==> src/rtl/alarm_pkg.sv <==
// Shared types and constants for the alarm stage: FSM states, BCD digit limits,
// one-hot digit-select codes and small helpers used by the digit editor.
package alarm_pkg;

  typedef enum logic [1:0] {
    IDLE   = 2'd0,
    SET    = 2'd1,
    RING   = 2'd2,
    SNOOZE = 2'd3
  } alarm_state_t;

  localparam logic [3:0] MIN_U_MAX      = 4'd9;
  localparam logic [3:0] MIN_T_MAX      = 4'd5;
  localparam logic [3:0] HR_U_MAX       = 4'd9;
  localparam logic [3:0] HR_U_MAX_AT_20 = 4'd3;
  localparam logic [3:0] HR_T_MAX       = 4'd2;

  // One-hot select, bit order {hrT, hrU, minT, minU}
  localparam logic [3:0] SEL_MIN_U = 4'b0001;
  localparam logic [3:0] SEL_MIN_T = 4'b0010;
  localparam logic [3:0] SEL_HR_U  = 4'b0100;
  localparam logic [3:0] SEL_HR_T  = 4'b1000;

  function automatic logic [3:0] wrapInc(input logic [3:0] d, input logic [3:0] maxVal);
    return (d >= maxVal) ? 4'd0 : d + 4'd1;
  endfunction

  function automatic logic [3:0] rotateSel(input logic [3:0] s);
    return {s[2:0], s[3]};
  endfunction

endpackage

==> src/rtl/alarm_if.sv <==
// Bundle of time inputs, user controls and alarm outputs between the
// timekeeping/UI side (master) and the alarm stage (slave).
interface alarm_if;
  logic       tick_1hz;
  logic [3:0] secU, secT, minU, minT, hrU, hrT;
  logic       alarm_enable, set_alarm;
  logic       select_pulse, increment_pulse, snooze_pulse, stop_pulse;
  logic [3:0] almMinU, almMinT, almHrU, almHrT;
  logic [3:0] sel;
  logic       ringing, snoozing, buzz;

  modport master (
    output tick_1hz, secU, secT, minU, minT, hrU, hrT,
    output alarm_enable, set_alarm,
    output select_pulse, increment_pulse, snooze_pulse, stop_pulse,
    input  almMinU, almMinT, almHrU, almHrT, sel, ringing, snoozing, buzz
  );

  modport slave (
    input  tick_1hz, secU, secT, minU, minT, hrU, hrT,
    input  alarm_enable, set_alarm,
    input  select_pulse, increment_pulse, snooze_pulse, stop_pulse,
    output almMinU, almMinT, almHrU, almHrT, sel, ringing, snoozing, buzz
  );
endinterface

==> src/rtl/alarm_time_reg.sv <==
// Stored alarm digits (HH:MM) with per-digit wrap rules, plus the one-hot
// digit selection that rotates while the alarm is being set.
module alarm_time_reg
  import alarm_pkg::*;
(
  input  logic       clk,
  input  logic       resetn,
  input  logic       inSet,
  input  logic       setNext,
  input  logic       selectPulse,
  input  logic       incrementPulse,
  output logic [3:0] minU,
  output logic [3:0] minT,
  output logic [3:0] hrU,
  output logic [3:0] hrT,
  output logic [3:0] sel
);

  logic [3:0] minUReg, minUNext;
  logic [3:0] minTReg, minTNext;
  logic [3:0] hrUReg, hrUNext;
  logic [3:0] hrTReg, hrTNext;
  logic [3:0] selReg, selNext;
  logic [3:0] digitHit;

  for (genvar gi = 0; gi < 4; gi++) begin : gHit
    assign digitHit[gi] = inSet && incrementPulse && selReg[gi];
  end

  always_comb begin
    minUNext = minUReg;
    minTNext = minTReg;
    hrUNext  = hrUReg;
    hrTNext  = hrTReg;
    if (digitHit[0]) minUNext = wrapInc(minUReg, MIN_U_MAX);
    if (digitHit[1]) minTNext = wrapInc(minTReg, MIN_T_MAX);
    if (digitHit[2]) hrUNext = wrapInc(hrUReg, (hrTReg == HR_T_MAX) ? HR_U_MAX_AT_20 : HR_U_MAX);
    if (digitHit[3]) begin
      hrTNext = wrapInc(hrTReg, HR_T_MAX);
      // Moving into the 20s must not leave an invalid hour such as 24..29
      if (hrTNext == HR_T_MAX && hrUReg > HR_U_MAX_AT_20) hrUNext = 4'd0;
    end
  end

  always_comb begin
    selNext = selReg;
    if (!setNext)         selNext = 4'd0;
    else if (!inSet)      selNext = SEL_MIN_U;
    else if (selectPulse) selNext = rotateSel(selReg);
  end

  always_ff @(posedge clk or negedge resetn) begin
    if (!resetn) begin
      minUReg <= 4'd0;
      minTReg <= 4'd0;
      hrUReg  <= 4'd0;
      hrTReg  <= 4'd0;
      selReg  <= 4'd0;
    end else begin
      minUReg <= minUNext;
      minTReg <= minTNext;
      hrUReg  <= hrUNext;
      hrTReg  <= hrTNext;
      selReg  <= selNext;
    end
  end

  assign minU = minUReg;
  assign minT = minTReg;
  assign hrU  = hrUReg;
  assign hrT  = hrTReg;
  assign sel  = selReg;

endmodule

==> src/rtl/alarm_ctrl.sv <==
// Alarm stage: compares current time with the stored alarm, runs the
// IDLE/SET/RING/SNOOZE state machine, tick counter and 1 Hz buzz phase.
module alarm_ctrl
  import alarm_pkg::*;
#(
  parameter int SNOOZE_SECS = 300,
  parameter int RING_SECS   = 60,
  parameter int CNT_W       = 9
) (
  input logic   clk,
  input logic   resetn,
  alarm_if.slave bus
);

  alarm_state_t stateReg, stateNext;
  logic             matchNow, matchQReg, fire;
  logic             ringDone, snoozeDone, enterCount;
  logic [CNT_W-1:0] cntReg, cntNext;
  logic             phaseReg, phaseNext;
  logic [3:0]       almMinU, almMinT, almHrU, almHrT, selOut;

  alarm_time_reg uTimeReg (
    .clk           (clk),
    .resetn        (resetn),
    .inSet         (stateReg == SET),
    .setNext       (stateNext == SET),
    .selectPulse   (bus.select_pulse),
    .incrementPulse(bus.increment_pulse),
    .minU          (almMinU),
    .minT          (almMinT),
    .hrU           (almHrU),
    .hrT           (almHrT),
    .sel           (selOut)
  );

  assign matchNow = (bus.hrT == almHrT) && (bus.hrU == almHrU) &&
                    (bus.minT == almMinT) && (bus.minU == almMinU) &&
                    (bus.secT == 4'd0) && (bus.secU == 4'd0);
  // Rising edge of the match only, so a held 07:00:00 rings once
  assign fire       = matchNow && !matchQReg && (stateReg == IDLE) && bus.alarm_enable;
  assign ringDone   = bus.tick_1hz && (cntReg == CNT_W'(RING_SECS - 1));
  assign snoozeDone = bus.tick_1hz && (cntReg == CNT_W'(SNOOZE_SECS - 1));

  always_ff @(posedge clk or negedge resetn) begin
    if (!resetn) stateReg <= IDLE;
    else         stateReg <= stateNext;
  end

  always_comb begin
    stateNext = stateReg;
    if (bus.set_alarm) begin
      stateNext = SET;
    end else begin
      case (stateReg)
        SET:    stateNext = IDLE;
        RING: begin
          if (!bus.alarm_enable || bus.stop_pulse) stateNext = IDLE;
          else if (bus.snooze_pulse)               stateNext = SNOOZE;
          else if (ringDone)                       stateNext = IDLE;
        end
        SNOOZE: begin
          if (!bus.alarm_enable || bus.stop_pulse) stateNext = IDLE;
          else if (snoozeDone)                     stateNext = RING;
        end
        default: if (fire) stateNext = RING;
      endcase
    end
  end

  assign enterCount = (stateNext != stateReg) && ((stateNext == RING) || (stateNext == SNOOZE));

  always_comb begin
    cntNext = cntReg;
    if (enterCount)
      cntNext = '0;
    else if (((stateReg == RING) || (stateReg == SNOOZE)) && bus.tick_1hz)
      cntNext = cntReg + CNT_W'(1);
  end

  always_comb begin
    phaseNext = phaseReg;
    if (stateNext == RING && stateReg != RING) phaseNext = 1'b1;
    else if (stateReg == RING && bus.tick_1hz) phaseNext = ~phaseReg;
  end

  always_ff @(posedge clk or negedge resetn) begin
    if (!resetn) begin
      matchQReg <= 1'b0;
      cntReg    <= '0;
      phaseReg  <= 1'b0;
    end else begin
      matchQReg <= matchNow;
      cntReg    <= cntNext;
      phaseReg  <= phaseNext;
    end
  end

  always_comb begin
    bus.ringing  = (stateReg == RING);
    bus.snoozing = (stateReg == SNOOZE);
    bus.buzz     = phaseReg && (stateReg == RING);
  end

  assign bus.almMinU = almMinU;
  assign bus.almMinT = almMinT;
  assign bus.almHrU  = almHrU;
  assign bus.almHrT  = almHrT;
  assign bus.sel     = selOut;

endmodule
==> src/flat_wrapper.sv <==
// flat-port wrapper written by rule: the top's interface ports become plain ports
module alarm_ctrl_flat import alarm_pkg::*;
#(
  parameter int SNOOZE_SECS = 300,
  parameter int RING_SECS   = 60,
  parameter int CNT_W       = 9
)
  (clk, resetn, bus_tick_1hz, bus_secU, bus_secT, bus_minU, bus_minT, bus_hrU, bus_hrT, bus_alarm_enable, bus_set_alarm, bus_select_pulse, bus_increment_pulse, bus_snooze_pulse, bus_stop_pulse, bus_almMinU, bus_almMinT, bus_almHrU, bus_almHrT, bus_sel, bus_ringing, bus_snoozing, bus_buzz);
  alarm_if bus_i ();
  input logic clk;
  input logic resetn;
  input wire logic [$bits(bus_i.tick_1hz)-1:0] bus_tick_1hz;
  input wire logic [$bits(bus_i.secU)-1:0] bus_secU;
  input wire logic [$bits(bus_i.secT)-1:0] bus_secT;
  input wire logic [$bits(bus_i.minU)-1:0] bus_minU;
  input wire logic [$bits(bus_i.minT)-1:0] bus_minT;
  input wire logic [$bits(bus_i.hrU)-1:0] bus_hrU;
  input wire logic [$bits(bus_i.hrT)-1:0] bus_hrT;
  input wire logic [$bits(bus_i.alarm_enable)-1:0] bus_alarm_enable;
  input wire logic [$bits(bus_i.set_alarm)-1:0] bus_set_alarm;
  input wire logic [$bits(bus_i.select_pulse)-1:0] bus_select_pulse;
  input wire logic [$bits(bus_i.increment_pulse)-1:0] bus_increment_pulse;
  input wire logic [$bits(bus_i.snooze_pulse)-1:0] bus_snooze_pulse;
  input wire logic [$bits(bus_i.stop_pulse)-1:0] bus_stop_pulse;
  output wire logic [$bits(bus_i.almMinU)-1:0] bus_almMinU;
  output wire logic [$bits(bus_i.almMinT)-1:0] bus_almMinT;
  output wire logic [$bits(bus_i.almHrU)-1:0] bus_almHrU;
  output wire logic [$bits(bus_i.almHrT)-1:0] bus_almHrT;
  output wire logic [$bits(bus_i.sel)-1:0] bus_sel;
  output wire logic [$bits(bus_i.ringing)-1:0] bus_ringing;
  output wire logic [$bits(bus_i.snoozing)-1:0] bus_snoozing;
  output wire logic [$bits(bus_i.buzz)-1:0] bus_buzz;
  assign bus_i.tick_1hz = bus_tick_1hz;
  assign bus_i.secU = bus_secU;
  assign bus_i.secT = bus_secT;
  assign bus_i.minU = bus_minU;
  assign bus_i.minT = bus_minT;
  assign bus_i.hrU = bus_hrU;
  assign bus_i.hrT = bus_hrT;
  assign bus_i.alarm_enable = bus_alarm_enable;
  assign bus_i.set_alarm = bus_set_alarm;
  assign bus_i.select_pulse = bus_select_pulse;
  assign bus_i.increment_pulse = bus_increment_pulse;
  assign bus_i.snooze_pulse = bus_snooze_pulse;
  assign bus_i.stop_pulse = bus_stop_pulse;
  assign bus_almMinU = bus_i.almMinU;
  assign bus_almMinT = bus_i.almMinT;
  assign bus_almHrU = bus_i.almHrU;
  assign bus_almHrT = bus_i.almHrT;
  assign bus_sel = bus_i.sel;
  assign bus_ringing = bus_i.ringing;
  assign bus_snoozing = bus_i.snoozing;
  assign bus_buzz = bus_i.buzz;
  alarm_ctrl #(.SNOOZE_SECS(SNOOZE_SECS), .RING_SECS(RING_SECS), .CNT_W(CNT_W)) u_core (.clk(clk), .resetn(resetn), .bus(bus_i));
endmodule
==> config.mk <==
export PLATFORM = sky130hd
export DESIGN_NAME = alarm_ctrl_flat
export DESIGN_NICKNAME = d
export VERILOG_FILES = /design/src/rtl/alarm_pkg.sv /design/src/rtl/alarm_if.sv /design/src/rtl/alarm_time_reg.sv /design/src/rtl/alarm_ctrl.sv /design/src/flat_wrapper.sv
export SDC_FILE = /design/constraint.sdc
export NUM_CORES = 1
export LEC_CHECK = 0
export BUFFER_PORTS_ARGS = -buffer_cell sky130_fd_sc_hd__buf_4
export CAP_MARGIN = 20
export CORE_MARGIN = 1.5
export CORE_UTILIZATION = 50
export CTS_BUF_LIST = sky130_fd_sc_hd__clkbuf_4 sky130_fd_sc_hd__clkbuf_8
export CTS_CLUSTER_DIAMETER = 40
export DETAILED_ROUTE_END_ITERATION = 8
export GPL_ROUTABILITY_DRIVEN = 1
export GPL_TIMING_DRIVEN = 0
export PLACE_DENSITY = 0.76
export SYNTH_ARGS = -nofsm -noshare
export SYNTH_HDL_FRONTEND = slang
export SYNTH_HIERARCHICAL = 1
export SYNTH_SLANG_ARGS = --single-unit
==> constraint.sdc <==
create_clock -name clk -period 4.1 [get_ports clk]
set_input_delay 0.41 -clock clk [delete_from_list [all_inputs] [get_ports clk]]
set_output_delay 0.41 -clock clk [all_outputs]
set_load 0.02 [all_outputs]
# Word-level counts from Yosys, hierarchy flattened
# Index checks and enable logic that the tools add are counted.
[totals] reg_bits=33 out_inout_bits=23
[op_classes] order_cmp=5 n_bitwise=1 add_sub_neg=5 reduce_logical=31 n_eq_ne=17 n_mux=23
[op_table] operator="two-way mux 4 bit" n=11
[op_table] operator="logical AND 1 bit" n=21
[op_table] operator="two-way mux 9 bit" n=2
[op_table] operator="adder 4 x 1 -> 4 bit (second input constant)" n=4
[op_table] operator="== test 4 bit" n=4
[op_table] operator="two-way mux 2 bit" n=7
[op_table] operator="adder 9 x 1 -> 9 bit (second input constant)" n=1
[op_table] operator="== test 9 x 6 -> 1 bit (second input constant)" n=1
[op_table] operator="== test 9 bit (second input constant)" n=1
[op_table] operator="== test 2 bit (second input constant)" n=4
[op_table] operator="== test 4 x 2 -> 1 bit (second input constant)" n=2
[op_table] operator="logical NOT 4 bit" n=2
[op_table] operator="case mux 2 bit (3 select lines)" n=1
[op_table] operator="== test 2 x 1 -> 1 bit (second input constant)" n=2
[op_table] operator=">= comparator 4 x 2 -> 1 bit (second input constant)" n=1
[op_table] operator=">= comparator 4 x 3 -> 1 bit (second input constant)" n=1
[op_table] operator=">= comparator 4 bit" n=1
[op_table] operator=">= comparator 4 bit (second input constant)" n=1
[op_table] operator="greater-than comparator 4 x 2 -> 1 bit (second input constant)" n=1
[op_table] operator="nonzero test 2 bit" n=2
[op_table] operator="logical OR 1 bit" n=3
[op_table] operator="inequality test 3 bit (second input constant)" n=1
[op_table] operator="logical NOT 1 bit" n=2
[op_table] operator="logical NOT 2 bit" n=1
[op_table] operator="other kinds (4)" n=5

# Longest topological paths before layout
# Gate-level depths: netlist of run 1.
[logic_depth] ltp_word=16 ltp_mapped=8 mapped_depth_nobuf=8

# Modules after synthesis
# Netlist of run 1, hierarchy kept.
[modules_own_cells] module="alarm_time_reg" area_per_inst_um2=1101.1 seq_area_each_um2=500.5 cells_per_inst=107 instances=1
[modules_own_cells] module="alarm_ctrl" area_per_inst_um2=1051.0 seq_area_each_um2=325.3 cells_per_inst=110 instances=1

# Worst setup path after synthesis of run 1
# Ideal clock, no wire load.
[synth_path] path_type="input-to-reg" start="in bus_secT[1]" end="reg u_core.cntReg[1]" slack_ns=2.016 n_path_buf=0 t_required_ns=3.946 arrival_ns=1.930 setup_ns=0.154 cell_stages=5 path_cell_list="or4_4 > nor4_4 > nand3_2 > nor4b_4 > nor3_1"
[synth_via] elab_chain_len=13 elab_cells_between_ends=16 cone_classes="eq/ne (3); mux (4); reduce/logical (9)"
[synth_lines] item="start: declaration" line_no="flat_wrapper.sv:14" rtl="input wire logic [$bits(bus_i.secT)-1:0] bus_secT;"
[synth_lines] item="logical NOT 4 bit (*)" line_no="alarm_ctrl.sv:38" rtl="(bus.secT == 4'd0) && (bus.secU == 4'd0);"
[synth_lines] item="logical AND 1 bit (*)" line_no="alarm_ctrl.sv:37" rtl="(bus.minT == almMinT) && (bus.minU == almMinU) &&"
[synth_lines] item="logical AND 1 bit (*)" line_no="alarm_ctrl.sv:38"
[synth_lines] item="logical AND 1 bit (*) (3 in a row)" line_no="alarm_ctrl.sv:40" rtl="assign fire = matchNow && !matchQReg && (stateReg == IDLE) && bus.alarm_enable;"
[synth_lines] item="two-way mux 2 bit (*)" line_no="alarm_ctrl.sv:65" rtl="default: if (fire) stateNext = RING;"
[synth_lines] item="case mux 2 bit (3 select lines) (*)" line_no="alarm_ctrl.sv:54" rtl="case (stateReg)"
[synth_lines] item="two-way mux 2 bit (*)" line_no="alarm_ctrl.sv:51" rtl="if (bus.set_alarm) begin"
[synth_lines] item="== test 2 bit" line_no="alarm_ctrl.sv:70" rtl="assign enterCount = (stateNext != stateReg) && ((stateNext == RING) || (stateNext == SNOOZE));"
[synth_lines] item="logical OR 1 bit" line_no="alarm_ctrl.sv:70"
[synth_lines] item="logical AND 1 bit (*)" line_no="alarm_ctrl.sv:70"
[synth_lines] item="two-way mux 9 bit or nonzero test 2 bit (tied branches)"
[synth_lines] item="end signal: assignment" line_no="alarm_ctrl.sv:93" rtl="cntReg <= cntNext;"
[synth_lines] item="end: declaration" line_no="alarm_ctrl.sv:18" rtl="logic [CNT_W-1:0] cntReg, cntNext;"
# Every way passes the cells marked *; elsewhere a longest branch is shown, timed or not.
# A chain may end at the register's enable or synchronous reset.

# Worst setup path in the final report of run 1
[layout_path] start="reg u_core.cntReg[0]" end="reg u_core.cntReg[5]"
[layout_via] elab_chain_len=11 elab_cells_between_ends=20 cone_classes="add/sub (1); eq/ne (5); mux (9); reduce/logical (5)"
[layout_lines] item="== test 9 x 6 -> 1 bit" line_no="alarm_ctrl.sv:41" rtl="assign ringDone = bus.tick_1hz && (cntReg == CNT_W'(RING_SECS - 1));"
[layout_lines] item="logical AND 1 bit" line_no="alarm_ctrl.sv:41"
[layout_lines] item="two-way mux 2 bit" line_no="alarm_ctrl.sv:59" rtl="else if (ringDone) stateNext = IDLE;"
[layout_lines] item="two-way mux 2 bit" line_no="alarm_ctrl.sv:58" rtl="else if (bus.snooze_pulse) stateNext = SNOOZE;"
[layout_lines] item="two-way mux 2 bit" line_no="alarm_ctrl.sv:57" rtl="if (!bus.alarm_enable || bus.stop_pulse) stateNext = IDLE;"
[layout_lines] item="case mux 2 bit (3 select lines)" line_no="alarm_ctrl.sv:54"
[layout_lines] item="two-way mux 2 bit" line_no="alarm_ctrl.sv:51"
[layout_lines] item="== test 2 bit" line_no="alarm_ctrl.sv:70"
[layout_lines] item="logical OR 1 bit" line_no="alarm_ctrl.sv:70"
[layout_lines] item="logical AND 1 bit" line_no="alarm_ctrl.sv:70"
[layout_lines] item="two-way mux 9 bit or nonzero test 2 bit (tied branches)"
# Parallel ways exist; a longest one is shown, timed or not. The select of a mux whose other input is x is not followed.

==> flow_metrics.py, run 1 <==
metrics = {
    "route": {
        "drcViolationCount": 0,
        "vias": 1763,
        "wl_per_cell_um": 13.64,
        "drtIter0Drc": 95,
        "vias_per_cell": 5.359,
        "dr.pass1.iters": 4,
        "totalWireLength_mm": 4.488,
        "ant_nets": 0,
    },
    "synthesis": {
        "ys_types": 50,
        "async_flop_share": 1.000,
        "avgSynthCellArea_sq_um": 9.917,
        "synth_fp_nets": 262,
        "yosysSeqAreaShare": 0.3837,
        "synth_top_area_share": 0.3837,
        "synth_xor_area_frac": 0.1180,
        "synth_area_sq_mm": 0.002152,
        "synthAdderAreaFrac": 0.06977,
        "synth_ff_type": "dfrtp_1",
        "synth_top_area_cell": "dfrtp_1",
        "yosys.area_share.simple": 0.2866,
        "synth-edff-count": 0,
        "synth_mux_area_frac": 0.03721,
        "yosys-top-cells-area": "dfrtp_1 38%, ha_1 7.0%, xnor2_1 6.5%, xor2_1 5.3%, mux2i_1 3.7%",
        "synth_cells": 217,
        "synth-compound-area-share": 0.07849,
        "synth_top_family_by_area": "simple AND/OR/NAND/NOR gates",
        "yosys_warnings": 6,
        "synth-seq-cells": 33,
    },
    "grt": {
        "grt_pass1_wl_mm": 7.134,
        "grt_overflow": 0,
        "grt_usage": 0.2028,
        "grt_max_degree": 34,
        "antenna_found_initial": 0,
        "grt_pass1_vias": 1594,
    },
    "sta": {
        "maxSlewHeadroom": 0.3364,
        "setup_viol": 0,
        "worst_slack_ps": 1715,
        "rsz0062_at_grt": "false",
        "tightest_slew_ps": 987.8,
        "slew_viol_final": 0,
        "finalCritPeriodShare": 0.5818,
        "max_freq_mhz": 419.2,
        "hold_viol": 0,
        "hold-worst-slack_ps": 60.58,
        "setup_total_negative_slack_ps": 0,
        "period_needed_ps": 2385,
        "finClkSkew_ps": 3.656,
    },
    "clock_network": {
        "cts_max_level": 2,
        "clockBufferDepth": 2,
        "cts_setup_buffers": 0,
        "cts_tree": "built",
        "clk_pin_slew_ps": 70,
        "worstSkewPairLatency_ps": 280,
        "ctsResizeCount": 0,
        "root_buffer": "clkbuf_8",
        "numCtsBuffers": 5,
        "holdBufCountCts": 0,
        "cts.sinks": 33,
    },
    "cells_and_area": {
        "multiInputGateArea_sq_mm": 0.001270,
        "antennaDiodeCount": 0,
        "area_growth_pct": 26.45,
        "final_layout_size_suffix_gt1_frac": 0.2832,
        "layout.nets": 323,
        "register_area_sq_um": 825.8,
        "finalNonFillerCells": 329,
        "num-fill-cells": 326,
    },
    "critical_path": {
        "r2r_end": "u_core/cntReg[5]",
        "required_ps": 4220,
        "rr_startpoint": "u_core/cntReg[0]",
        "path_max_fanout": 9,
        "path_class": "register to register",
        "critical_path.startpoint": "u_core/cntReg[0]",
        "cp-endpoint": "u_core/cntReg[5]",
        "cp-start-kind": "register",
        "reg2reg_depth": 6,
        "reg2reg_slack_ps": 1710,
        "cp-end-kind": "register",
        "worstPathArrival_ps": 2510,
    },
    "power": {
        "peakVddDrop_mv": 0.2751,
        "leakage_nw": 1.269,
        "p_per_area_mw_per_mm2": 347.5,
    },
    "floorplanning": {
        "fp.dieArea_sq_mm": 0.004707,
        "coreArea_sq_mm": 0.004058,
        "rows": 23,
        "pin_count": 56,
        "die_height_um": 68.61,
        "start_util": 0.5304,
        "die_w_um": 68.61,
    },
    "place": {
        "dp_hpwl_mm": 3.429,
        "place_inst": 321,
        "place_congestion": 0.8280,
        "dpl_worst_slack_ps": 1666,
        "port_buffers": 54,
    },
    "worst_hold_path": {
        "min_path_type": "input port to asynchronous set/reset pin",
    },
    "outcome": {
        "status": "complete, no violations",
    },
    "flow_run": {
        "cap_viol_max_count": 0,
    },
}
## layer usage
layer  wire, um  vias up  GRT usage
li1           -      896          -
met1       2124      826     0.2631
met2       2125       39     0.3341
met3        225        2    0.04870
met4         13        0    0.06000
met5          0        -          0
## power by group
part / switching, mW / leakage, nW / internal [mW]
combinational: 0.136 / 0.770 / 0.123
clock: 0.115 / 0.0542 / 0.152
sequential: 0.0575 / 0.445 / 0.362
## final cells by class
cell class | instances | area share
Multi-Input combinational cell | 169 | 0.4667
Sequential cell | 33 | 0.3034
Timing Repair Buffer | 54 | 0.1490
Clock buffer | 7 | 0.03540
Tap cell | 50 | 0.02299
Inverter | 10 | 0.01379
Buffer | 5 | 0.006897
Clock inverter | 1 | 0.001839
## synthesized netlist by cell type (5+ instances only)
master    number
dfrtp_1       33
o21ai_0        7
xnor2_1       16
ha_1          12
nor2_1        15
nand2_1       14
inv_1         10
nor2b_1        5
xor2_1        13
mux2i_1        8
nand4_1        9
clkbuf_1       5
nor3_1        15
nand3_1        7
## layout by cell type, fill, tap and decap left out, types with 2 or more instances in the layout
cell type / count
buf_4: 54
dfrtp_1: 33
xnor2_1: 16
nor2_1: 15
nor3_1: 15
nand2_1: 14
xor2_1: 13
ha_1: 12
inv_1: 10
nand4_1: 9
mux2i_1: 8
clkbuf_8: 7
nand3_1: 7
o21ai_0: 7
clkbuf_1: 5
nor2b_1: 5
nand2b_1: 3
or4_4: 3
or2_1: 3
and2_2: 2
nor4_4: 2
a21oi_1: 2
nand3_2: 2
o31ai_1: 2
and4_1: 2
## state kept, by name, indices dropped and copies added, names as in the netlist
name / cells
u_core/stateReg: 2
u_core/phaseReg: 1
u_core/uTimeReg/sel: 4
u_core/cntReg: 9
u_core/uTimeReg/minT: 4
u_core/uTimeReg/minU: 4
u_core/uTimeReg/hrT: 4
u_core/matchQReg: 1
u_core/uTimeReg/hrU: 4
## worst min path at each step
stage	start	to	slack, ps	cells past startpoint
after floorplan	resetn	u_core/cntReg[0]	110	0
after global placement	resetn	u_core/uTimeReg/sel[2]	370	1
after detailed placement	resetn	u_core/uTimeReg/sel[2]	380	1
after CTS	resetn	u_core/cntReg[6]	70	1
after global routing	resetn	u_core/uTimeReg/hrU[3]	90	1
final	resetn	u_core/uTimeReg/sel[2]	60	1
## through the flow
| stage | power, mW | area, sq um | utilization |
|---|---|---|---|
| 2_1_floorplan | 0.5754 | 2152 | - |
| 3_3_place_gp | 0.6770 | 2620 | 0.6457 |
| 3_5_place_dp | 0.6851 | 2620 | 0.6457 |
| 4_1_cts | 0.9548 | 2721 | 0.6707 |
| 5_1_grt | 1.011 | 2721 | 0.6707 |
| 6_report | 0.9457 | 2721 | 0.6707 |
## critical path, cell delays in order, from the launching register on
cell and delay (ps):
dfrtp_1 390, ha_1 220, and4b_1 300, nand4b_1 160, a31o_1 290, nor3_1 760, nor3_1 110
## logic make-up after synthesis
family / count (synthesis)
and+or+nand+nor: 97
DFF: 33
xor gates and xnor gates: 29
AOI/OAI and AO/OA: 23
buffers and inverters: 15
adders and majority gates: 12
muxes: 8
Note: power is estimated with default switching activity, not from simulation.
==> run 2: changes to the inputs <==
CORE_UTILIZATION = 49   (was 50)
PLACE_DENSITY = 0.78   (was 0.76)
clock period = 1.98 ns   (was 4.1 ns; I/O delays follow)
==> flow_metrics.py, run 2 (same netlist as run 1, synthesis figures left out) <==
metrics = {
    "outcome": {
        "status": "complete, no violations",
    },
    "place": {
        "place_congestion": 0.8833,
        "dpl-instance-area_sq_mm": 0.002625,
        "dp_hpwl_mm": 3.507,
        "dpl_worst_slack_ps": -252.0,
        "port_buffers": 54,
        "place_inst": 321,
    },
    "cells_and_area": {
        "finalNonFillerCells": 339,
        "utilization": 0.7148,
        "area_growth_pct": 36.69,
        "final_layout_size_suffix_gt1_frac": 0.3599,
        "layout.nets": 333,
        "top_register": "u_core/cntReg",
        "largest_register_ffs": 9,
        "final_common_cell": "buf_4",
        "layout_common_cells": "63 x buf_4, 30 x dfrtp_1, 16 x xnor2_1",
        "antennaDiodeCount": 0,
        "fin_area_sq_mm": 0.002942,
    },
    "critical_path": {
        "critPathSlowestCell": "o41ai_4",
        "path_class": "register to register",
        "path_cells": "ha_4 -> and4b_2 -> buf_4 -> nand2_4 -> o41ai_4 -> nor4b_4 -> buf_4 -> nor3_1",
        "critPathMostFrequentCell": "buf_4",
        "worstPathArrival_ps": 2150,
        "slowest_delay_ps": 430,
        "path_max_fanout": 4,
        "required_ps": 2190,
        "cp-start-kind": "register",
        "cp-end-kind": "register",
    },
    "grt": {
        "grt_max_degree": 34,
        "grt_usage": 0.2180,
        "grt_pass1_wl_mm": 8.452,
        "grt_pass1_vias": 1837,
        "antenna_found_initial": 0,
        "grt_overflow": 0,
    },
    "clock_network": {
        "root_buffer": "clkbuf_8",
        "numCtsBuffers": 5,
        "cts_tree": "built",
        "worstSkewPairLatency_ps": 290,
        "cts_max_level": 2,
        "cts.sinks": 33,
        "clockBufferDepth": 2,
        "clk_pin_slew_ps": 70,
    },
    "sta": {
        "hold_viol": 0,
        "finalCritPeriodShare": 0.9810,
        "setup_viol": 0,
        "hold-worst-slack_ps": 178.4,
        "max_freq_mhz": 514.8,
        "maxSlewHeadroom": 0.6670,
        "tightest_slew_ps": 497.8,
        "worst_slack_ps": 37.53,
        "rsz0062_at_grt": "true",
        "finClkSkew_ps": 3.990,
        "period_needed_ps": 1942,
        "slew_viol_final": 0,
    },
    "flow_run": {
        "cap_viol_max_count": 0,
    },
    "floorplanning": {
        "coreArea_sq_mm": 0.004115,
        "rows": 23,
        "die_height_um": 69.27,
        "pin_count": 56,
        "start_util": 0.5230,
        "fp.dieArea_sq_mm": 0.004798,
        "die_w_um": 69.27,
    },
    "route": {
        "dr.pass1.iters": 4,
        "drcViolationCount": 0,
        "totalWireLength_mm": 5.097,
        "wl_per_cell_um": 15.04,
        "vias_per_cell": 5.454,
        "ant_nets": 0,
        "vias": 1849,
        "drtIter0Drc": 76,
    },
    "power": {
        "leakage_nw": 1.369,
        "peakVddDrop_mv": 0.7543,
        "p_per_area_mw_per_mm2": 757.9,
    },
    "worst_hold_path": {
        "min_path_type": "input port to register",
    },
}
==> run 2: layer usage <==
metal,vias to the layer above,part of all wire,GRT usage
met1,887,0.44,0.2845
met2,42,0.51,0.3494
li1,913,-,-
met4,0,0.016,0.09368
met5,-,0,0
met3,7,0.035,0.04651
==> run 2: area by class of cell <==
class	instances	area, sq um
buffer	4	18.77
clock buffer	5	68.82
clock inverter	3	65.06
fill	306	1174
inverter	10	37.54
multi-input combinational	169	1353
sequential	33	829.5
tap	50	62.56
timing repair buffer	65	506.7
==> run 2: where the power goes <==
part | switching, mW | internal [mW]
registers | 0.128 | 0.750
clock network | 0.251 | 0.500
logic | 0.306 | 0.294
==> run 2: final timing paths <==
kind	slack, ps	endpoint	from	cells after the start
worst max-delay path	40	u_core/cntReg[8]	u_core/cntReg[1]	8
worst min-delay path	180	u_core/stateReg[0]	bus_set_alarm	2
worst max register to register	40	u_core/cntReg[8]	u_core/cntReg[1]	8
worst min register to register	580	u_core/phaseReg	u_core/phaseReg	2
max in group asynchronous	1260	u_core/stateReg[0]	resetn	2
min in group asynchronous	390	u_core/uTimeReg/hrT[2]	resetn	2
==> run 2: worst max-delay path, delay by kind of cell (launching register included) <==
| kind | cells | cell delay (ps) |
|---|---|---|
| buf+inv | 2 | 310 |
| simple gates | 4 | 570 |
| flops | 1 | 400 |
| compound gates | 1 | 430 |
| fa+ha+maj | 1 | 160 |
==> run 2: through the flow <==
step	total power, mW	setup TNS, ps
after floorplan	1.193	0
after global placement	1.403	-3268
after detailed placement	1.423	-3749
after CTS	2.216	0
after global routing	2.378	-179.0
final	2.229	0
==> run 2: timing repair <==
| item | 4_1_cts | 5_1_grt |
|---|---|---|
| resized for setup | 10 | 16 |
| pin swaps | 5 | 7 |
| cloned | 1 | 0 |
| hold buffers | 1 | 0 |
| hold endpoints to repair | 33 | 0 |
| setup buffers | 5 | 4 |
| endpoints found under the setup margin | 24 | 21 |
